--- config.mk ---
export PLATFORM = sky130hd
export DESIGN_NAME = fetch_stage
export DESIGN_NICKNAME = d
export VERILOG_FILES = /design/src/rtl/fetch_stage.sv
export SDC_FILE = /design/constraint.sdc
export NUM_CORES = 1
export LEC_CHECK = 0
export BUFFER_PORTS_ARGS = -buffer_cell sky130_fd_sc_hd__buf_4
export CAP_MARGIN = 30
export CORE_UTILIZATION = 50
export DETAILED_ROUTE_END_ITERATION = 12
export PLACE_DENSITY = 0.77
export SKIP_CTS_REPAIR_TIMING = 1
export SLEW_MARGIN = 30
export SYNTH_ARGS = -nofsm -noshare
export SYNTH_HDL_FRONTEND = slang
export SYNTH_SLANG_ARGS = --single-unit
--- constraint.sdc ---
create_clock -name clk -period 2.6 [get_ports clk]
set_clock_uncertainty 0.15 [all_clocks]
set_input_delay 0.52 -clock clk [delete_from_list [all_inputs] [get_ports clk]]
set_output_delay 0.52 -clock clk [all_outputs]
set_load 0.05 [all_outputs]
--- src/rtl/fetch_stage.sv ---
// Fetch front end: owns the fetch PC, queues {instr, pc} pairs and hands them to decode.
// Optional FETCH_BYPASS_EN: presents imem data straight to decode when the queue is empty.
module fetch_stage #(
    parameter int PC_W     = 8,
    parameter int INSTR_W  = 32,
    parameter int DEPTH    = 2,
    parameter int RESET_PC = 0,
    parameter int PC_STEP  = 4
) (
    input  logic                       clk,
    input  logic                       rst,
    output logic [PC_W-1:0]            imem_addr,
    input  logic [INSTR_W-1:0]         imem_rdata,
    input  logic                       redirect,
    input  logic [PC_W-1:0]            redirect_pc,
    output logic                       id_valid,
    input  logic                       id_ready,
    output logic [INSTR_W-1:0]         id_instr,
    output logic [PC_W-1:0]            id_pc,
    output logic [PC_W-1:0]            id_pc_p4,
    output logic [$clog2(DEPTH):0]     fifo_count
);

    localparam int PTR_W = $clog2(DEPTH);
    localparam int CNT_W = PTR_W + 1;

    logic [PC_W-1:0]    pc_q;
    logic [PTR_W-1:0]   rd_ptr;
    logic [PTR_W-1:0]   wr_ptr;
    logic [CNT_W-1:0]   count;
    logic [INSTR_W-1:0] mem_instr [DEPTH];
    logic [PC_W-1:0]    mem_pc    [DEPTH];

    logic empty;
    logic bypass;
    logic pop;
    logic pop_q;
    logic push;
    logic advance;

    assign empty = (count == '0);

`ifdef FETCH_BYPASS_EN
    assign bypass = empty & ~redirect;
`else
    assign bypass = 1'b0;
`endif

    assign id_valid = (~empty | bypass) & ~redirect;
    assign pop      = id_valid & id_ready;
    // A bypassed word consumed directly never enters the queue.
    assign pop_q    = pop & ~bypass;
    assign push     = ~redirect & ((count < CNT_W'(DEPTH)) | pop_q) & ~(bypass & id_ready);
    assign advance  = push | (bypass & pop);

    assign imem_addr  = pc_q;
    assign id_instr   = bypass ? imem_rdata : mem_instr[rd_ptr];
    assign id_pc      = bypass ? pc_q : mem_pc[rd_ptr];
    assign id_pc_p4   = id_pc + PC_W'(PC_STEP);
    assign fifo_count = count;

    always_ff @(posedge clk or negedge rst) begin
        if (!rst) begin
            pc_q   <= PC_W'(RESET_PC);
            rd_ptr <= '0;
            wr_ptr <= '0;
            count  <= '0;
            for (int i = 0; i < DEPTH; i++) begin
                mem_instr[i] <= '0;
                mem_pc[i]    <= '0;
            end
        end else if (redirect) begin
            pc_q   <= redirect_pc;
            rd_ptr <= '0;
            wr_ptr <= '0;
            count  <= '0;
        end else begin
            if (advance) begin
                pc_q <= pc_q + PC_W'(PC_STEP);
            end
            if (push) begin
                mem_instr[wr_ptr] <= imem_rdata;
                mem_pc[wr_ptr]    <= pc_q;
                wr_ptr            <= wr_ptr + PTR_W'(1);
            end
            if (pop_q) begin
                rd_ptr <= rd_ptr + PTR_W'(1);
            end
            if (push && !pop_q) begin
                count <= count + CNT_W'(1);
            end else if (pop_q && !push) begin
                count <= count - CNT_W'(1);
            end
        end
    end

endmodule

==> results of run 1 <==
==> worst max path at each step <==
stage,from,endpoint,slack (ps)
finish,rd_ptr,id_pc_p4[6],60
detailed placement,rd_ptr,id_pc_p4[7],330
floorplan,rd_ptr,id_pc_p4[6],-510
CTS,rd_ptr,id_pc_p4[7],-50
global placement,rd_ptr,id_pc_p4[7],340
global route,rd_ptr,id_pc_p4[6],-30
==> sequential cells by signal, indices dropped and copies added, names as in the netlist <==
register	cells
fifo_count	2
imem_addr	8
mem_instr	64
mem_pc	16
rd_ptr	1
wr_ptr	1
==> critical path, stage by stage (launching register included) <==
cell and delay, ps:
dfrtp_2 450, mux2i_4 280, clkinvlp_4 150, ha_4 190, a21boi_4 150, xnor2_4 140, buf_6 170
==> kinds of logic (layout without fill, tap and decap cells) <==
| kind of cell | after synthesis | count (layout) |
|---|---|---|
| flip-flops | 92 | 92 |
| AND/OR/NAND/NOR | 28 | 28 |
| XOR/XNOR | 7 | 7 |
| adder cells (fa/ha/maj) | 2 | 2 |
| AO/OA/AOI/OAI | 15 | 15 |
| buffers and inverters | 25 | 135 |
| multiplexers | 123 | 123 |
==> report_power, final <==
group / switching (mW) / internal [mW]
logic: 1.35 / 0.958
registers: 0.212 / 1.75
clock network: 0.487 / 0.445
==> cell usage in the layout (no fill, tap or decap), types with 2 or more instances in the layout <==
cell type	instances
buf_4	107
dfrtp_1	91
mux2_2	76
mux2_4	40
clkbuf_8	9
nor2_1	8
inv_1	5
nand2_1	5
a31oi_1	4
o21ai_0	4
clkinvlp_4	3
mux2i_1	3
xnor2_1	3
nand3_1	3
mux2_1	3
o31ai_1	3
or4_1	3
buf_6	3
xor2_1	2
and2b_1	2
clkinv_2	2
buf_12	2
==> layer usage <==
layer / up-vias / global-route usage, %
met2: 68 / 32.2
met4: 0 / 6.31
met5: - / 0
li1: 1249 / -
met3: 9 / 5.02
met1: 1348 / 25.8
==> through the flow <==
stage	utilization (%)	hold WS, ps	instances	worst slack (ps)
floorplan	-	74.4	292	-510
global placement	63.5	315	491	338
detailed placement	63.5	324	491	334
CTS	65.8	102	507	-47.9
global route	66.0	125	507	-31.3
finish	66.0	83.6	507	60.6
==> cell type report <==
cell class              instances  share of cell area [%]
multi-input cells             175                    35.5
well taps                     105                    2.40
clock buffers                  10                    2.33
repair buffers                112                    16.0
flip-flops and latches         92                    42.1
inverters                       7                   0.548
clock inverters                 6                    1.17
==> run_results.csv, run 1 <==
group,metric,value,unit
die,die_w,95.1,um
synthesis,synth-xor-area-share,1.41,%
layout,design_area,0.00548,mm2
routing,dr.pass1.iters,4,
timing,tightest_slew,741,ps
clock_tree,cts-root-buf,"clkbuf_8",
synthesis,syn_area_per_cell,14.8,um2
routing,drc_errors,0,
job,drv_cap,0,
setup_path,worstRegToRegCells,4,
grt,grt_use_total,19.8,%
timing,relSlewSlack,50.6,%
synthesis,ys_ff_latch,92,
grt,grt_max_degree,58,
timing,fin_setup_tns,0,ps
routing,routed.top_layer,"met4",
layout,nets,443,
routing,met2_length,4.12,mm
setup_path,critPathArrivalTime,1870,ps
synthesis,synth_top_area_share,53.1,%
clock_tree,clk_pin_slew,90,ps
synthesis,yosys.area.top_type,"dfrtp_1",
setup_path,rrSetupSlack,710,ps
synthesis,synth_adder_area_share,0.577,%
synthesis,ys.flop_type,"dfrtp_1",
synthesis,synthTopCellsByCount,"dfrtp_1 (92), mux2_2 (76), mux2_4 (40)",
routing,drt_iter0_drc,81,
setup_path,cp-start-kind,"flop",
timing,setup_viol_count_final,0,
setup_path,r2r_start,"fifo_count[1]",
pwr,power,5.20,mW
layout,drive_gt1_share,63.2,%
layout,diodes,0,
outcome,status,"complete, no violations",
layout,multiInputGateArea,0.00194,mm2
timing,timing.fmax,0.394,GHz
layout,nFillCells,600,
pwr,p_per_area,949,mW/mm2
placement,dp_hpwl,5.98,mm
setup_path,crit_fanout,5,
grt,grt-ovfl-total,0,
setup_path,timing.setup.critical_path_class,"flop to primary output",
timing,drv_slew,0,
worst_hold_path,hold_path.class,"input pin to asynchronous set/reset pin",
clock_tree,worstSkewPairLatency,330,ps
synthesis,ys_seq_area_share,53.1,%
setup_path,cp.required,1930,ps
synthesis,synth_area_leaders,"dfrtp_1 (53%), mux2_2 (20%), mux2_4 (14%), buf_6 (1.3%), buf_4 (1.2%)",
synthesis,synth_top_family_by_area,"multiplexers",
setup_path,r2r-end,"mem_instr[27]",
die,core,0.00830,mm2
die,dieArea,0.00905,mm2
die,ios,103,
synthesis,synth_edf_count,0,
setup_path,endpoint_kind,"primary output",
clock_tree,cts_tree,"done",
clock_tree,numCtsBuffers,9,
grt,antenna_found_initial,0,
routing,wl,8.58,mm
layout,syn2layout_area_growth,26.3,%
synthesis,syn_area,0.00434,mm2
routing,via_count,2674,
grt,grt_pass1_wl,13.6,mm
timing,final_hold_viol_count,0,
clock_tree,clk_path_buf_depth,2,
timing,rsz0062_at_grt,"true",
synthesis,yosysWarnings,0,
placement,placed_area,0.00527,mm2
placement,numPortBuffers,102,
routing,drtAntennaViolNets,0,
synthesis,netlist_instances,292,
routing,route.met3.wl,455,um
pwr,leakage,2.48,nW
synthesis,ys_types,33,
clock_tree,cts.sinks,92,
routing,avgViaCountPerCell,5.27,
timing,min_period_over_period,97.7,%
layout,register_area,0.00230,mm2
synthesis,synth_most_common_cell,"dfrtp_1",
placement,gp_congestion,0.769,
routing,routedWlPerCell,16.9,um
die,initial_core_util,52.2,%
grt,grt_pass1_vias,2742,
synthesis,synth.area.mux_share,35.3,%
routing,wirelength_met1,3.90,mm
synthesis,async_flop_share,100,%
synthesis,syn_nets,338,
pwr,peakVddDrop,0.549,mV
timing,period_minus_slack,2540,ps
die,row_count,33,
clock_tree,h-tree-depth,3,
die,fp.dieH,95.1,um
synthesis,synth_compound_area_share,2.22,%
synthesis,synth-simple-area-share,3.61,%
No activity file was read; power rests on OpenSTA's default activity.
==> run 2, diff against run 1 <==
- CTS_BUF_LIST: default -> sky130_fd_sc_hd__clkbuf_16
==> run_results.csv, run 2 (synthesis gave the netlist of run 1 again) <==
group,metric,value,unit
outcome,status,"complete, no violations",
layout,nets,443,
grt,grt-ovfl-total,0,
setup_path,timing.setup.critical_path_class,"flop to primary output",
timing,setup_viol_count_final,0,
setup_path,slowest_delay,430,ps
worst_hold_path,hold_path.class,"input pin to asynchronous set/reset pin",
layout,nFillCells,580,
pwr,seqPwrFrac,35.5,%
pwr,leakage,2.53,nW
grt,grt_max_degree,58,
pwr,switching_share,37.7,%
timing,tightest_slew,735,ps
layout,largest_reg_flops,64,
clock_tree,clk_pin_slew,60,ps
grt,grt_use_total,20.3,%
layout,final_cells,507,
clock_tree,worstSkewPairLatency,330,ps
layout,syn2layout_area_growth,28.6,%
die,row_count,33,
die,ios,103,
die,core,0.00830,mm2
layout,design_area,0.00557,mm2
pwr,p_per_area,994,mW/mm2
layout,layout_commonest_cell,"buf_4",
routing,drt_iter0_drc,69,
clock_tree,cts.sinks,92,
routing,dr.pass1.iters,4,
clock_tree,h-tree-depth,3,
grt,grt_pass1_vias,2736,
die,fp.dieH,95.1,um
timing,rsz0062_at_grt,"true",
routing,drtAntennaViolNets,0,
grt,grt_pass1_wl,13.8,mm
placement,dp.cells,491,
timing,hold_ws,96.8,ps
routing,drc_errors,0,
job,drv_cap,0,
timing,min_period_over_period,97.1,%
routing,via_count,2691,
timing,setup_ws,76.1,ps
pwr,power,5.54,mW
pwr,peakVddDrop,0.538,mV
layout,largest_register,"mem_instr",
timing,final_hold_viol_count,0,
timing,drv_slew,0,
placement,place_worst_setup_slack,334,ps
setup_path,critical-path-slowest-cell,"dfrtp_2",
placement,dp_hpwl,5.98,mm
setup_path,cp_common_cell,"buf_4",
setup_path,critPathArrivalTime,1850,ps
clock_tree,cts_tree,"done",
routing,wl,8.65,mm
clock_tree,cts-root-buf,"clkbuf_16",
timing,relSlewSlack,51.0,%
clock_tree,numCtsBuffers,9,
placement,numPortBuffers,102,
timing,period_minus_slack,2520,ps
setup_path,cp.required,1930,ps
routing,routedWlPerCell,17.1,um
setup_path,cp-start-kind,"flop",
setup_path,endpoint_kind,"primary output",
pwr,p_int,3.45,mW
pwr,clockPowerShare,22.9,%
grt,antenna_found_initial,0,
layout,layout_common_cells,"buf_4 (108), dfrtp_1 (91), mux2_2 (76), mux2_4 (40), clkbuf_16 (9)",
pwr,p_sw,2.09,mW
setup_path,crit_fanout,13,
timing,timing.fmax,0.396,GHz
clock_tree,clk_path_buf_depth,2,
die,initial_core_util,52.2,%
placement,gp_congestion,0.769,
placement,placed_area,0.00527,mm2
routing,avgViaCountPerCell,5.31,
pwr,p_comb_share,41.6,%
die,dieArea,0.00905,mm2
layout,drive_gt1_share,63.2,%
layout,diodes,0,
die,die_w,95.1,um
setup_path,cp_cell_sequence,"buf_4 -> mux2i_1 -> xnor2_1 -> buf_4",
run 2: through the flow:
stage	TNS, ps	util (%)
6_report	0	67.2
5_1_grt	-15.2	67.2
4_1_cts	-27.4	67.0
3_5_place_dp	0	63.5
3_3_place_gp	0	63.5
2_1_floorplan	-1190	-
run 2: final timing paths:
check / from / end / slack (ps) / cells after the start
max: rd_ptr / id_pc_p4[5] / 80 / 4
min reg2reg: mem_instr[38] / mem_instr[38] / 340 / 1
max in group asynchronous: rst / mem_instr[36] / 1570 / 2
min: rst / mem_instr[16] / 100 / 1
max reg2reg: fifo_count[1] / mem_instr[14] / 700 / 4
min in group clk: redirect_pc[2] / imem_addr[2] / 250 / 3
run 2: worst max-delay path: cells and delay by family (launching register included):
family / cells / cell delay [ps]
DFF: 1 / 430
muxes: 1 / 370
buffers and inverters: 2 / 490
xor gates and xnor gates: 1 / 220
run 2: final cells by class:
type | instances | area [um2] | share of cell area [%]
Clock buffer | 9 | 225 | 4.04
Clock inverter | 7 | 67.6 | 1.21
Inverter | 7 | 30.0 | 0.539
Timing Repair Buffer | 112 | 873 | 15.7
Multi-Input combinational cell | 175 | 1940 | 34.9
Sequential cell | 92 | 2300 | 41.3
Tap cell | 105 | 131 | 2.36
run 2: power by group through the flow:
stage / Clock, mW / Sequential [mW] / Combinational, mW
2_1_floorplan: 0 / 1.98 / 1.72
5_1_grt: 1.36 / 2.01 / 2.42
4_1_cts: 1.30 / 1.97 / 2.31
6_report: 1.27 / 1.97 / 2.30
3_5_place_dp: 0 / 1.98 / 2.31
3_3_place_gp: 0 / 1.97 / 2.28
run 2: per-layer routing:
layer / up-vias / wire length, um / global-route usage (%)
li1: 1252 / - / -
met1: 1353 / 3880 / 26.4
met2: 75 / 4170 / 32.3
met3: 11 / 472 / 5.02
met4: 0 / 125 / 8.08
met5: - / 0 / 0
==> run 3, diff against run 2 <==
- CORE_UTILIZATION: 50 -> 40
- PLACE_DENSITY: 0.77 -> 0.64
==> run_results.csv, run 3 (synthesis gave the netlist of run 1 again) <==
group,metric,value,unit
setup_path,worstRegToRegCells,4,
routing,via_count,2707,
die,fp.dieH,106,um
pwr,leakage,2.54,nW
worst_hold_path,min_path_cells,3,
timing,fin_setup_tns,0,ps
timing,tightest_slew,432,ps
placement,dp.cells,523,
pwr,p_per_area,978,mW/mm2
setup_path,critical-path-slowest-cell,"dfrtp_2",
grt,grt-ovfl-total,0,
setup_path,rrSetupSlack,660,ps
setup_path,endpoint,"id_pc_p4[6]",
job,drv_cap,0,
timing,timing.fmax,0.398,GHz
routing,drtAntennaViolNets,0,
grt,antenna_found_initial,0,
routing,avgViaCountPerCell,5.01,
routing,dr.pass1.iters,3,
layout,utilization,54.3,%
setup_path,path_depth,6,
worst_hold_path,hold_path.class,"input pin to flop",
setup_path,crit_family,"flip-flops",
setup_path,crit_buf_inv,2,
layout,layout_common_cells,"buf_4 (107), dfrtp_1 (91), mux2_2 (76), mux2_4 (40), clkbuf_16 (9)",
placement,numPortBuffers,102,
clock_tree,clk_pin_slew,60,ps
setup_path,slowest_delay,420,ps
setup_path,r2r_start,"fifo_count[1]",
clock_tree,h-tree-depth,3,
timing,period_minus_slack,2520,ps
die,ios,103,
outcome,status,"complete, no violations",
layout,syn2layout_area_growth,30.4,%
layout,nFillCells,897,
setup_path,crit_start,"rd_ptr",
timing,drv_slew,0,
clock_tree,cts_tree,"done",
placement,gp_congestion,0.719,
setup_path,r2r-end,"mem_instr[57]",
setup_path,endpoint_kind,"primary output",
setup_path,critPathArrivalTime,1850,ps
timing,min_period_over_period,96.7,%
timing,setup_ws,84.7,ps
setup_path,timing.setup.critical_path_class,"flop to primary output",
layout,largest_reg_flops,64,
layout,final_cells,540,
pwr,power,5.53,mW
pwr,peakVddDrop,0.599,mV
clock_tree,cts.sinks,92,
grt,grt_pass1_vias,2888,
layout,drive_gt1_share,62.9,%
clock_tree,worstSkewPairLatency,330,ps
grt,grt_max_degree,40,
setup_path,cp_cell_sequence,"mux2i_4 -> clkinvlp_4 -> ha_4 -> a21boi_4 -> xnor2_4 -> buf_6",
timing,final_hold_viol_count,0,
layout,largest_register,"mem_instr",
clock_tree,cts-root-buf,"clkbuf_16",
die,dieArea,0.0113,mm2
timing,relSlewSlack,71.2,%
layout,diodes,0,
layout,nets,445,
timing,rsz0062_at_grt,"false",
setup_path,cp.required,1930,ps
placement,dp_hpwl,6.18,mm
routing,wl,8.96,mm
setup_path,cp-start-kind,"flop",
routing,drt_iter0_drc,62,
die,die_w,106,um
grt,grt_use_total,17.3,%
routing,drc_errors,0,
timing,setup_viol_count_final,0,
placement,place_worst_setup_slack,396,ps
grt,grt_pass1_wl,15.0,mm
die,row_count,37,
setup_path,crit_fanout,5,
die,core,0.0104,mm2
routing,routedWlPerCell,16.6,um
clock_tree,clk_path_buf_depth,2,
layout,layout_commonest_cell,"buf_4",
clock_tree,numCtsBuffers,9,
die,initial_core_util,41.6,%
## run 3: cell count changes in the layout (fill, tap and decap cells not counted), sizes merged
cell,previous run,this run
buf,112,113
clkinv,2,3
dlygate4sd3,0,1
inv,8,7
## run 3: worst min path at each step
stage	start	to	slack, ps
after floorplan	rst	fifo_count[0]	70
after global placement	mem_instr[38]	mem_instr[38]	320
after detailed placement	mem_instr[38]	mem_instr[38]	330
after CTS	rst	mem_instr[11]	-10
after global routing	imem_rdata[31]	mem_instr[63]	260
final	redirect_pc[2]	imem_addr[2]	250
## run 3: layer usage
layer  share of wire, %  track usage [%]  wire length [um]
met5                  0                0                 0
met3                5.0             4.78               445
met2                 47             27.6              4180
met1                 48             23.4              4270
met4               0.77             4.17                69
## run 3: layout make-up
type | count | area, um2 | area share [%]
repair buffers | 114 | 916 | 16.2
clock inverters | 7 | 66.3 | 1.17
flip-flops and latches | 92 | 2300 | 40.7
clock buffers | 9 | 225 | 3.98
multi-input cells | 175 | 1940 | 34.4
well taps | 136 | 170 | 3.01
inverters | 7 | 30.0 | 0.531
## run 3: per-stage QoR
stage               area [um2]  hold slack [ps]
floorplan                 4420             74.4
global placement          5340              317
detailed placement        5340              332
CTS                       5630            -11.6
global route              5650              255
finish                    5650              253
## run 3: worst register-to-register path: cells and delay by family, from the launching register on
family / cells / cell delay, ps
muxes: 1 / 400
buffers and inverters: 1 / 280
DFF: 1 / 450
and+or+nand+nor: 2 / 540
## run 3: power by group
part	switching [mW]	leakage [nW]	internal, mW
combinational	1.35	1.33	0.959
sequential	0.202	1.08	1.75
clock	0.527	0.137	0.739
total	2.08	2.54	3.45
